## src/rtl/alu8_pkg.sv

```systemverilog
// alu8_pkg: op codes and flag bundle shared by the registered 8-bit ALU
package alu8_pkg;
  localparam int ALU_W = 8;
  localparam logic [2:0] ALU_PASSTHROUGH = 3'd0;
  localparam logic [2:0] ALU_ADD = 3'd1;
  localparam logic [2:0] ALU_SUB = 3'd2;
  localparam logic [2:0] ALU_AND = 3'd3;
  localparam logic [2:0] ALU_OR = 3'd4;
  localparam logic [2:0] ALU_XOR = 3'd5;
  localparam logic [2:0] ALU_NOT = 3'd6;
  typedef struct packed {
    logic zero;
    logic carry;
    logic overflow;
    logic sign;
  } alu_flags_t;
endpackage

```

## src/rtl/ripple_adder_8bit.sv

```systemverilog
// ripple_adder_8bit: 8-bit sum as a chain of full adders
module ripple_adder_8bit (
  output logic [7:0] sum,
  output logic       carry_out,
  input  logic [7:0] a,
  input  logic [7:0] b,
  input  logic       carry_in
);
  logic [8:0] c;
  assign c[0] = carry_in;
  for (genvar i = 0; i < 8; i++) begin : g_fa
    assign sum[i] = a[i] ^ b[i] ^ c[i];
    assign c[i+1] = (a[i] & b[i]) | (c[i] & (a[i] ^ b[i]));
  end
  assign carry_out = c[8];
endmodule

```

## src/rtl/alu8_reg.sv

```systemverilog
// alu8_reg: registered pass/add/sub ALU with flags; ALU8_LOGIC_OPS_EN enables ops 3..6 (and/or/xor/not)
module alu8_reg
  import alu8_pkg::*;
(
  input  logic       clk,
  input  logic       rst_n,
  input  logic       valid_in,
  input  logic [7:0] a,
  input  logic [7:0] b,
  input  logic [2:0] op,
  output logic       valid_out,
  output logic [7:0] result,
  output logic       zero,
  output logic       carry,
  output logic       overflow,
  output logic       sign
);
  logic [7:0] add_sum, sub_sum, res;
  logic       add_co, sub_co, c, ov;
  alu_flags_t flags_d, flags_q;
  ripple_adder_8bit u_add (.sum(add_sum), .carry_out(add_co), .a(a), .b(b), .carry_in(1'b0));
  ripple_adder_8bit u_sub (.sum(sub_sum), .carry_out(sub_co), .a(a), .b(~b), .carry_in(1'b1));
  always_comb begin
    res = '0;
    c = 1'b0;
    ov = 1'b0;
    case (op)
      ALU_PASSTHROUGH: res = b;
      ALU_ADD: begin
        res = add_sum;
        c = add_co;
        ov = (a[7] == b[7]) & (add_sum[7] != a[7]);
      end
      ALU_SUB: begin
        res = sub_sum;
        c = sub_co;
        ov = (a[7] == ~b[7]) & (sub_sum[7] != a[7]);
      end
`ifdef ALU8_LOGIC_OPS_EN
      ALU_AND: res = a & b;
      ALU_OR: res = a | b;
      ALU_XOR: res = a ^ b;
      ALU_NOT: res = ~a;
`endif
      default: res = '0;
    endcase
    flags_d = '{zero: (res == '0), carry: c, overflow: ov, sign: res[7]};
  end
  always_ff @(posedge clk or negedge rst_n) begin
    if (!rst_n) begin
      valid_out <= 1'b0;
      result <= '0;
      flags_q <= '0;
    end else begin
      valid_out <= valid_in;
      if (valid_in) begin
        result <= res;
        flags_q <= flags_d;
      end
    end
  end
  assign zero = flags_q.zero;
  assign carry = flags_q.carry;
  assign overflow = flags_q.overflow;
  assign sign = flags_q.sign;
endmodule

```

## config.mk

```make
export PLATFORM = sky130hd
export DESIGN_NAME = alu8_reg
export DESIGN_NICKNAME = d
export VERILOG_FILES = /design/src/rtl/alu8_pkg.sv /design/src/rtl/ripple_adder_8bit.sv /design/src/rtl/alu8_reg.sv
export SDC_FILE = /design/constraint.sdc
export NUM_CORES = 1
export LEC_CHECK = 0
export CAP_MARGIN = 20
export CORE_UTILIZATION = 42
export CTS_CLUSTER_DIAMETER = 150
export DETAILED_ROUTE_END_ITERATION = 8
export GPL_TIMING_DRIVEN = 0
export HOLD_SLACK_MARGIN = 0.08
export PLACE_DENSITY_LB_ADDON = 0.05
export SLEW_MARGIN = 20
export SYNTH_ARGS = -nofsm -noshare
export SYNTH_HDL_FRONTEND = slang
export SYNTH_SLANG_ARGS = --single-unit
```

## constraint.sdc

```tcl
create_clock -name clk -period 0.87 [get_ports clk]
set_input_delay 0.174 -clock clk [delete_from_list [all_inputs] [get_ports clk]]
set_output_delay 0.174 -clock clk [all_outputs]
set_load 0.02 [all_outputs]
```

==> metrics list, run 1 <==
* Status: complete, but fails checks
* Violations in the final reports: setup timing
* Setup_tns: -18.38 ns
- In the routed layout, each cell is associated on average with a via count of 5.11.
* Leakage power summed over all cells: ~0.84 nW
- Across every metal layer, demand over resource in global routing totals 18.4%.
- Cell depth of the worst flop-to-flop path: 2
- Measured on the finished design, the core utilization comes to 67.0%.
- Met1 demand-to-capacity share in global routing: 23.6%
- In this run, the combinational gates consume 49.1% of the power.
* Worst setup margin: -2.54 ns
- Commonest register cell after synthesis: dfrtp_1
* Post-route cell area: about 0.0018 sq mm
* Post-synth cell types: 33
- In this run, post-CTS hold repair placed 0 buffers.
- Highest net fanout along the worst path: 2
- Top cell types by occurrence after synthesis: inv_1 (30), fa_1 (14), dfrtp_1 (12)
- For the final database, setup skew stands at 0 ns.
- In this run the critical register-to-register path is launched from result[0].
* Global placement routability congestion: 0.802
- Number of global-route vias before repair: 1,037
* Final Total Pwr: ~2.2 mW
- Standard-cell row count: 19
- Post-synthesis instance area: 0.00120 sq mm
- Initial DRT Pass Iterations: 4
- EDFF count, synth: 0
* Post-route minimum period: 3.41 ns
- The critical path is of the in -> reg type.
* Final ANT Viol Nets: 0
- First-pass GRT wire length: 4490 um
* Synthesized net count: 159
- The final layout contains 206 nets.
- Largest area contributor in the synthesized netlist: dfrtp_1
* Crit. Startpoint: a[0]
* TritonCTS clock tree: yes
- The worst register-to-register path ends at result[0].
* Power dissipated by switching net loads: roughly 0.73 mW
- P&R area growth vs syn: 52.0%
- Cells with a size suffix above 1 make up 44.6% of the layout.
* Number of instances in the synthesized netlist: 120
* Count of H-tree levels built during CTS: 1
- Count leader, synth: inv_1
- After detailed routing, the average wire length per cell comes to 13.3 um.
- Number of clock buffers inserted by TritonCTS: 3
* Required arrival time at the worst endpoint: 1.06 ns
- Finish-stage setup viols: 24
- Clock-pin slew was measured on the worst setup and hold paths at approximately 0.08 ns.
* Max rail drop VDD: between 0.8 and 0.9 mV
- Synthesized flop and latch total: 12
- Number of clock sinks: 12
- Routing layer with the top usage in global route: met2
- The most critical setup path has its endpoint at zero.
- The signal on the critical path passes through buf_12 > inv_12 > ha_4 > inv_2 > fa_2 > fa_2 > fa_2 > fa_2 > inv_2 > fa_2 > fa_2 > inv_2 > fa_2 > mux2_4 > o211ai_1 > o211ai_1 > o32ai_2.
- STA classifies the critical path startpoint as a primary input.
- Slowest cell on the critical path: fa_2
* Share of power burned in registers: 30.3%
* PwrDens: 1180 mW/mm^2
- HPWL Detailed: 2020 um
- Clock network latency to the later pin of the worst-skew pair: 0.27 ns
- Total Die Area: 0.00309 sq mm
- Fillcell total: 213
- Share of the synthesized area in the top cell type: about a quarter
* Crit path top cell by count: fa_2
- Total cell area at the placement stage: 0.00163 sq mm
- Across the run, the number of max-cap violations was 0.
- Avg Synthesized Cell Area: 10.0 sq um
- Boundary Pins: 35
* Largest net degree at the start of global routing: 13
* Number of inserted diodes: 0
* Number of slew-limit violations in the final report: 0
* Pint: 1.44 mW
- Setup repair after global routing could not meet its margin everywhere.
- Measured against its own limit, the worst slew margin works out to 56.9%.
* Delay of the slowest critical-path stage: 0.43 ns
- Routed Wire Length: 2620 um
- Remaining global-route overflow: 0
- Detailed-route via count: 1,006
* GRT met3 Usage: 1.64%
- Initial cell density of the core: 44.1%
* Global-route track usage on met2: 31.2%
- STA puts the critical path data arrival time at about 3.6 ns.
- The clock network burns 20.6% of the power.
- Post-Place Worst Slack: -3.48 ns
- The number of failing hold endpoints at the final stage is 0.
* Largest cells by area after synthesis: dfrtp_1 (25%), fa_1 (23%), inv_1 (9.3%), mux2_4 (5.0%), mux2i_1 (4.2%)
- Top achievable clock speed: 293 MHz
* Internal reg-to-reg setup slack: 0.03 ns
- Slew @ Worst Pin: 0.647 ns
- Number of DRC violations after detailed routing: 0
- Starting DRC count in detailed routing: 14
- Antenna violations before repair: 0
* Share of async-settable or async-resettable flops after synthesis: 100%
- Fraction of the yosys area taken by sequential cells: 24.9%
- In this run the vertical extent of the chip is 55.6 um.
- Clock root buffer: clkbuf_4
* Worst Setup End Kind: register
- Die W: 55.6 um
- Min-delay worst type: in -> async
- The floorplan step defined a core boundary enclosing 0.00273 sq mm.
* Port Buffers: 33
- Net switching is between 30% and 40% of the power.
* Part of the cycle the worst path needs: 392%
- Number of buffers on the longest clock path: 2
- The Yosys step of the flow raised 0 warnings.
## worst max-delay path: cells and delay by family
family / cells / cell delay, ns
adders and majority gates: 8 / 2.30
muxes: 1 / 0.27
buffers and inverters: 5 / 0.28
AOI/OAI and AO/OA: 3 / 0.57
## per-layer routing
layer	vias up	routed length, um
met1	487	1090
li1	480	-
met3	7	94
met2	32	1380
met5	-	0
met4	0	52
## cell type report
type	count	area, sq um	area share (%)
Buffer	5	32.5	1.78
Sequential cell	12	300	16.4
Timing Repair Buffer	43	432	23.6
Multi-Input combinational cell	72	863	47.1
Inverter	30	129	7.04
Tap cell	31	38.8	2.12
Clock buffer	4	36.3	1.98
## repair_timing
item,in CTS,in global routing
endpoints found under the setup margin,24,24
pin swaps,6,3
resized for setup,114,13
setup buffers,9,3
## cells by family after synthesis
kind of cell | synth area share, %
and+or+nand+nor | 9.35
muxes | 11.0
adders and majority gates | 26.4
AOI/OAI and AO/OA | 14.4
DFF | 24.9
xor gates and xnor gates | 1.45
buffers and inverters | 12.5
## power groups by stage
stage | Clock (mW) | Sequential [mW] | Combinational, mW
2_1_floorplan | 0 | 0.733 | 0.469
5_1_grt | 0.485 | 0.665 | 1.17
3_3_place_gp | 0 | 0.656 | 0.890
4_1_cts | 0.449 | 0.657 | 1.04
6_report | 0.446 | 0.658 | 1.07
3_5_place_dp | 0 | 0.658 | 0.924
## placed cells by master (no fill, tap or decap), types with 2 or more instances in the layout
master            n
fa_1              2
mux2_4            5
inv_1            21
nor2b_1           5
o211ai_4          3
dfrtp_1          12
nand2_1           2
buf_4             9
inv_2             7
ha_1              2
buf_2             3
o21ai_0           2
o211ai_1          2
clkbuf_4          3
fa_2             12
clkdlybuf4s50_1  13
buf_6            16
mux2i_1           5
o21ai_1           5
o22ai_1           2
nand2b_1          4
## per-stage QoR
| stage | hold slack [ns] | instances |
|---|---|---|
| 6_report | 0.241 | 197 |
| 3_5_place_dp | 0.511 | 184 |
| 4_1_cts | 0.261 | 195 |
| 5_1_grt | 0.284 | 197 |
| 3_3_place_gp | 0.489 | 184 |
| 2_1_floorplan | -0.122 | 120 |
## sequential cells by signal, indices dropped and copies added (netlist names)
| register | count |
|---|---|
| valid_out | 1 |
| result | 8 |
| carry | 1 |
| zero | 1 |
| overflow | 1 |
## how the worst min path moves through the flow
stage	from	end	slack, ns	cells after the start
3_5_place_dp	result[5]	result[5]	0.51	1
4_1_cts	rst_n	result[4]	0.26	1
5_1_grt	rst_n	result[3]	0.28	1
6_report	rst_n	result[4]	0.24	1
3_3_place_gp	result[5]	result[5]	0.49	1
2_1_floorplan	rst_n	carry	-0.12	0
(Power assumes the default switching activity.)
==> run 2, diff against run 1 <==
MAX_ROUTING_LAYER = met4   (was default)
==> metrics list, run 2 (synthesis gave the netlist of run 1 again) <==
- Initial cell density of the core: 44.1% (unchanged)
- The number of clock sinks seen by CTS came to 12 (unchanged).
- The number of hold buffers added after cts is 0 (unchanged).
- Port Buffers: 33 (unchanged)
* Number of instances in the placed design: 184 (unchanged)
* Post-route minimum period: 3.41 ns (about the same)
- The all-layer global routing usage was 19.0% (was 18.4%).
* Commonest non-fill, non-tap cells in the layout: inv_1 (21), buf_6 (16), clkdlybuf4s50_1 (13) (unchanged)
- Number of DRC violations after detailed routing: 0 (unchanged)
* Number of global-route vias before repair: 1,043 (was 1,037)
- The detailed placement HPWL came to 2020 um (unchanged).
* Worst Setup End Kind: register (unchanged)
* Final #Nets: 206 (unchanged)
* Post-route clock skew: 0 ns (unchanged)
* Number of inserted diodes: 0 (unchanged)
* Arrival time of the worst setup path: 3.60 ns (about the same)
- The peak fanout along the critical path was 2 (unchanged).
- Number of vias per cell after detailed routing: 5.13 (was 5.11)
* Top achievable clock speed: 293 MHz (about the same)
- Wire length per cell after detailed routing: 13.2 um (was 13.3 um)
* Clock root buffer: clkbuf_4 (unchanged)
* TritonCTS clock tree: yes (unchanged)
- P&R area growth vs syn: 52.0% (unchanged)
* Number of buffers on the longest clock path: 2 (unchanged)
- The path class of the lowest-slack min-delay path was in -> async (unchanged).
- The largest net degree at the start of global routing is 13 (unchanged).
- Final ANT Viol Nets: 0 (unchanged)
- Register ranked first by flip-flop count: result (unchanged)
- Detailed-route via count: 1,010 (was 1,006)
* Worst setup path class: in -> reg (unchanged)
- The die extent in x was 55.6 um (unchanged).
* Standard-cell row count: 19 (unchanged)
- Sort of element at the start of the critical path: primary input (unchanged)
- The pin slew with the least headroom to its limit came to 0.630 ns (was 0.647 ns).
- The total count of max-transition violations in the final report came to 0 (unchanged).
- Final hold vios: 0 (unchanged)
* Starting DRC count in detailed routing: 15 (was 14)
- Flip-flop count of the largest register, all copies and words added: 8 (unchanged)
- First-pass GRT wire length: 4490 um (about the same)
- Setup repair after global routing missed its margin: true (unchanged)
- Routed Wire Length: 2600 um (was 2620 um)
* Part of the cycle the worst path needs: 392% (about the same)
* Layout cell share with drive strength beyond 1: 44.6% (unchanged)
- The max capacitance violation total came to 0 (unchanged).
* Required arrival time at the worst endpoint: 1.06 ns (about the same)
- The number of buffers created by CTS is 3 (unchanged).
* Antenna violations before repair: 0 (unchanged)
- The vertical die dimension is 55.6 um (unchanged).
* Status: complete, but fails checks (unchanged)
* Clock network latency to the later pin of the worst-skew pair: 0.28 ns (was 0.27 ns)
- Leakage power summed over all cells: 0.836 nW (unchanged)
- The iteration count of the initial detailed-routing pass is 4 (unchanged).
* Most common library cell in the layout ignoring fill and taps: inv_1 (unchanged)
- PwrDens: 1190 mW/mm^2 (was 1180 mW/mm^2)
- Core region area: 0.00273 sq mm (unchanged)
- The max-slew headroom at the worst pin came to 58.0% (was 56.9%).
* Total Die Area: 0.00309 sq mm (unchanged)
- The post-route total power came to 2.17 mW (about the same).
* Remaining global-route overflow: 0 (unchanged)
- The total I/O pin count came to 35 (unchanged).
* Finish-stage setup viols: 24 (unchanged)
- Max rail drop VDD: 0.883 mV (about the same)
- Non-filler instance count after layout: 197 (unchanged)
- The global placement routability congestion was 0.814 (was 0.802).
- The register clock-pin slew on the reported worst setup and hold paths came to 0.08 ns (about the same).
* Worst setup margin: -2.54 ns (about the same)
- The H-tree depth reported by CTS was 1 (unchanged).
- Violations in the final reports: setup timing (unchanged)
## run 2: cell counts in the layout (fill, tap and decap cells not counted)
Identical to the previous run, type by type.
## run 2: final timing paths
kind | startpoint | end | slack, ns | cells past startpoint
worst min register to register | result[6] | result[6] | 0.54 | 2
worst max-delay path | a[0] | zero | -2.54 | 17
worst max register to register | result[0] | result[0] | 0.03 | 2
worst min-delay path | rst_n | result[3] | 0.24 | 1
max in group asynchronous | rst_n | result[7] | 0.28 | 1
min in group clk | valid_in | valid_out | 0.28 | 1
## run 2: final cells by class
type                            count  area, sq um
Sequential cell                    12          300
Multi-Input combinational cell     72          863
Buffer                              5         32.5
Fill cell                         213          902
Tap cell                           31         38.8
Clock buffer                        4         36.3
Timing Repair Buffer               43          432
Inverter                           30          129
## run 2: timing repair
action                                  CTS  global route
endpoints found under the setup margin   24            24
cloned                                    0             0
pin swaps                                 6             3
hold endpoints to repair                  0             0
buffers inserted                          9             3
resized for setup                       114            13
## run 2: routing by layer
| metal | global-route usage [%] | share of wire [%] |
|---|---|---|
| met4 | 9.29 | 2.0 |
| met3 | 1.64 | 3.3 |
| met5 | - | 0 |
| met2 | 31.3 | 53 |
| met1 | 23.4 | 41 |
## run 2: power by group
part           internal (mW)  total [mW]  switching, mW
combinational          0.565        1.06          0.498
sequential             0.617       0.658         0.0411
clock                  0.255       0.453          0.198
## run 2: per-stage QoR
step | setup slack, ns | TNS, ns | cell area, sq um | util (%) | hold slack [ns]
final | -2.54 | -18.33 | 1830 | 67.0 | 0.237
after global routing | -2.69 | -19.84 | 1830 | 67.0 | 0.285
after CTS | -2.61 | -18.65 | 1780 | 65.2 | 0.261
after detailed placement | -3.48 | -30.13 | 1630 | 59.5 | 0.511
after global placement | -3.42 | -29.13 | 1630 | 59.5 | 0.489
after floorplan | -2.59 | -17.14 | 1260 | - | -0.122
## run 2: worst max-delay path: stages
cell,delay (ns)
buf_12,0.11
inv_12,0.04
ha_4,0.12
inv_2,0.03
fa_2,0.33
fa_2,0.34
fa_2,0.35
fa_2,0.34
inv_2,0.06
fa_2,0.19
fa_2,0.20
inv_2,0.04
fa_2,0.43
mux2_4,0.27
o211ai_1,0.23
o211ai_1,0.14
o32ai_2,0.20
==> run 3, diff against run 2 <==
PLACE_DENSITY_LB_ADDON = 0.3   (was 0.05)
==> metrics list, run 3 (synthesis gave the netlist of run 1 again) <==
- Initial cell density of the core: 44.1% (unchanged)
* Delay of the slowest critical-path stage: 0.42 ns (was 0.43 ns)
- Worst Setup End Kind: register (unchanged)
- The clock tree from TritonCTS is yes (unchanged).
* Number of clock sinks: 12 (unchanged)
- Commonest non-fill, non-tap cells in the layout: inv_1 (21), buf_6 (15) (was inv_1 (21), buf_6 (16), clkdlybuf4s50_1 (13)).
* Number of DRC violations after detailed routing: 0 (unchanged)
- Number of inserted diodes: 0 (unchanged)
- Max_cap viols: 0 (unchanged)
* Register ranked first by flip-flop count: result (unchanged)
- Startpoint of the lowest-slack register-to-register path: result[5] (was result[0])
- Final Total Pwr: 2.10 mW (was 2.17 mW)
- Clock root buffer: clkbuf_4 (unchanged)
* Detailed-route via count: 968 (was 1,010)
* Count of H-tree levels built during CTS: 1 (unchanged)
- Levels on crit path: 17 (unchanged)
- The global placement routability congestion came to 0.792 (was 0.814).
- Core region area: 0.00273 sq mm (unchanged)
* P&R area growth vs syn: 54.4% (was 52.0%)
- Buffers & Inverters on Critical Path: 5 (unchanged)
- Post-route minimum period: 3.45 ns (was 3.41 ns)
- The number of failing hold endpoints at the final stage came to 0 (unchanged).
- The leakage power total was 0.862 nW (was 0.836 nW).
- The kind of launch point of the worst setup path is a primary input (unchanged).
- Total Die Area: 0.00309 sq mm (unchanged)
- The power per cell area came to 1130 mW/mm^2 (was 1190 mW/mm^2).
- The die extent in x was 55.6 um (unchanged).
- Layout cell share with drive strength beyond 1: 48.5% (was 44.6%)
* Clock transition at path regs: 0.07 ns (was 0.08 ns)
- Die span in y: 55.6 um (unchanged)
- Slew @ Worst Pin: 0.537 ns (was 0.630 ns)
- Non-filler instance count after layout: 200 (was 197)
* Arrival time of the worst setup path: 3.63 ns (was 3.60 ns)
- Number of vias per cell after detailed routing: 4.84 (was 5.13)
* Number of instances in the placed design: 184 (unchanged)
- Status: complete, but fails checks (unchanged).
- The slack of the critical path is -2.58 ns (was -2.54 ns).
- The clock network latency to the later pin of the worst-skew pair came to 0.27 ns (was 0.28 ns).
- The origin of the worst setup path is a[0] (unchanged).
* Number of clock buffers inserted by TritonCTS: 3 (unchanged)
- The path class of the lowest-slack min-delay path is in -> async (unchanged).
- Final #Nets: 210 (was 206)
- Largest delay contributor family on the critical path: adder cells (unchanged)
- The max-slew headroom at the worst pin is 64.1% (was 58.0%).
* Crit path top cell by count: fa_2 (unchanged)
* Most common library cell in the layout ignoring fill and taps: inv_1 (unchanged)
- Post-route clock skew: 0 ns (unchanged)
- Max rail drop VDD: 0.956 mV (was 0.883 mV)
- The cell at the slowest stage of the critical path is fa_2 (unchanged).
- Violations in the final reports: setup timing (unchanged)
- The total wire length was 2520 um (was 2600 um).
- Wire length per cell after detailed routing: 12.6 um (was 13.2 um)
- The global-route wire length before repair is 4220 um (was 4490 um).
- Number of buffers on the longest clock path: 2 (unchanged)
- Critical-path cell list: buf_12 > inv_12 > ha_4 > inv_2 > fa_2 > fa_2 > fa_2 > fa_2 > inv_2 > fa_2 > fa_2 > inv_2 > fa_2 > mux2_4 > o211ai_1 > o211ai_1 > o32ai_2 (unchanged).
* Boundary Pins: 35 (unchanged)
- The post-detailed-route count of antenna-violating nets is 0 (unchanged).
- The peak fanout along the critical path is 2 (unchanged).
* Global router's overall resource usage: 17.8% (was 19.0%)
* Required arrival time at the worst endpoint: 1.06 ns (about the same)
* Finish-stage setup viols: 24 (unchanged)
* Port Buffers: 33 (unchanged)
- Standard-cell row count: 19 (unchanged)
- The number of antenna violations at the first check in global routing came to 0 (unchanged).
* Starting DRC count in detailed routing: 11 (was 15)
- Number of global-route vias before repair: 953 (was 1,043)
- Setup repair after global routing missed its margin: true (unchanged).
* Post-Route Utilization: 68.1% (was 67.0%)
* Hold_buf cts: 0 (unchanged)
- The maximum frequency from static timing analysis is 290 MHz (was 293 MHz).
* Flip-flop count of the largest register, all copies and words added: 8 (unchanged)
- Part of the cycle the worst path needs: 396% (was 392%)
- The largest net degree at the start of global routing was 13 (unchanged).
- The startpoint-to-endpoint class of the critical path was in -> reg (unchanged).
* Remaining global-route overflow: 0 (unchanged)
* HPWL Detailed: 2010 um (was 2020 um)
- Cell depth of the worst flop-to-flop path: 2 (unchanged)
* Number of slew-limit violations in the final report: 0 (unchanged)
- Initial DRT Pass Iterations: 6 (was 4)
[run 3: cell count changes in the layout (fill, tap and decap cells not counted), sizes merged]
| cell | previous run | this run |
|---|---|---|
| buf | 30 | 34 |
| clkdlybuf4s15 | 2 | 1 |
| clkdlybuf4s50 | 13 | 12 |
| dlygate4sd2 | 1 | 2 |
[run 3: report_power, final]
part	total (mW)	switching [mW]	internal, mW	leakage [nW]
Combinational	1.10	0.501	0.599	0.692
Sequential	0.660	0.0429	0.617	0.156
Clock	0.339	0.179	0.160	0.0138
Total	2.10	0.723	1.38	0.862
[run 3: stage by stage]
stage	instance area (sq um)	hold slack [ns]	setup slack [ns]	TNS (ns)
final	1860	0.250	-2.58	-18.57
after global routing	1860	0.285	-2.76	-19.99
after CTS	1750	0.263	-2.64	-19.54
after detailed placement	1630	0.503	-3.45	-30.02
after global placement	1630	0.497	-3.41	-29.08
after floorplan	1260	-0.122	-2.59	-17.14
[run 3: worst reg2reg max path: cells and delay by family, from the launching register on]
family	cells	cell delay, ns
DFF	1	0.40
muxes	1	0.26
buffers and inverters	1	0.14
[run 3: metal layers]
metal  up-vias  global-route usage, %  part of all wire, %
met5         -                      -                    0
met2        25                   30.3                   52
met1       453                   21.5                   43
met4         0                   7.50                  1.0
met3         4                   1.64                  3.3
li1        486                      -                    -
[run 3: final timing paths]
| path | to | slack, ns |
|---|---|---|
| max | zero | -2.58 |
| min | result[3] | 0.25 |
| max reg2reg | result[5] | -0.04 |
| min reg2reg | result[6] | 0.53 |
| max in group asynchronous | result[7] | 0.26 |
| min in group clk | valid_out | 0.30 |
[run 3: timing repair]
action | 4_1_cts | 5_1_grt
pin swaps | 15 | 14
setup endpoints to repair | 24 | 24
gates resized for setup | 119 | 16
setup buffers | 8 | 7
[run 3: area by class of cell]
type	instances	area, sq um
Multi-Input combinational cell	72	866
Buffer	5	33.8
Sequential cell	12	300
Fill cell	209	873
Inverter	30	129
Clock buffer	3	22.5
Timing Repair Buffer	47	470
Tap cell	31	38.8
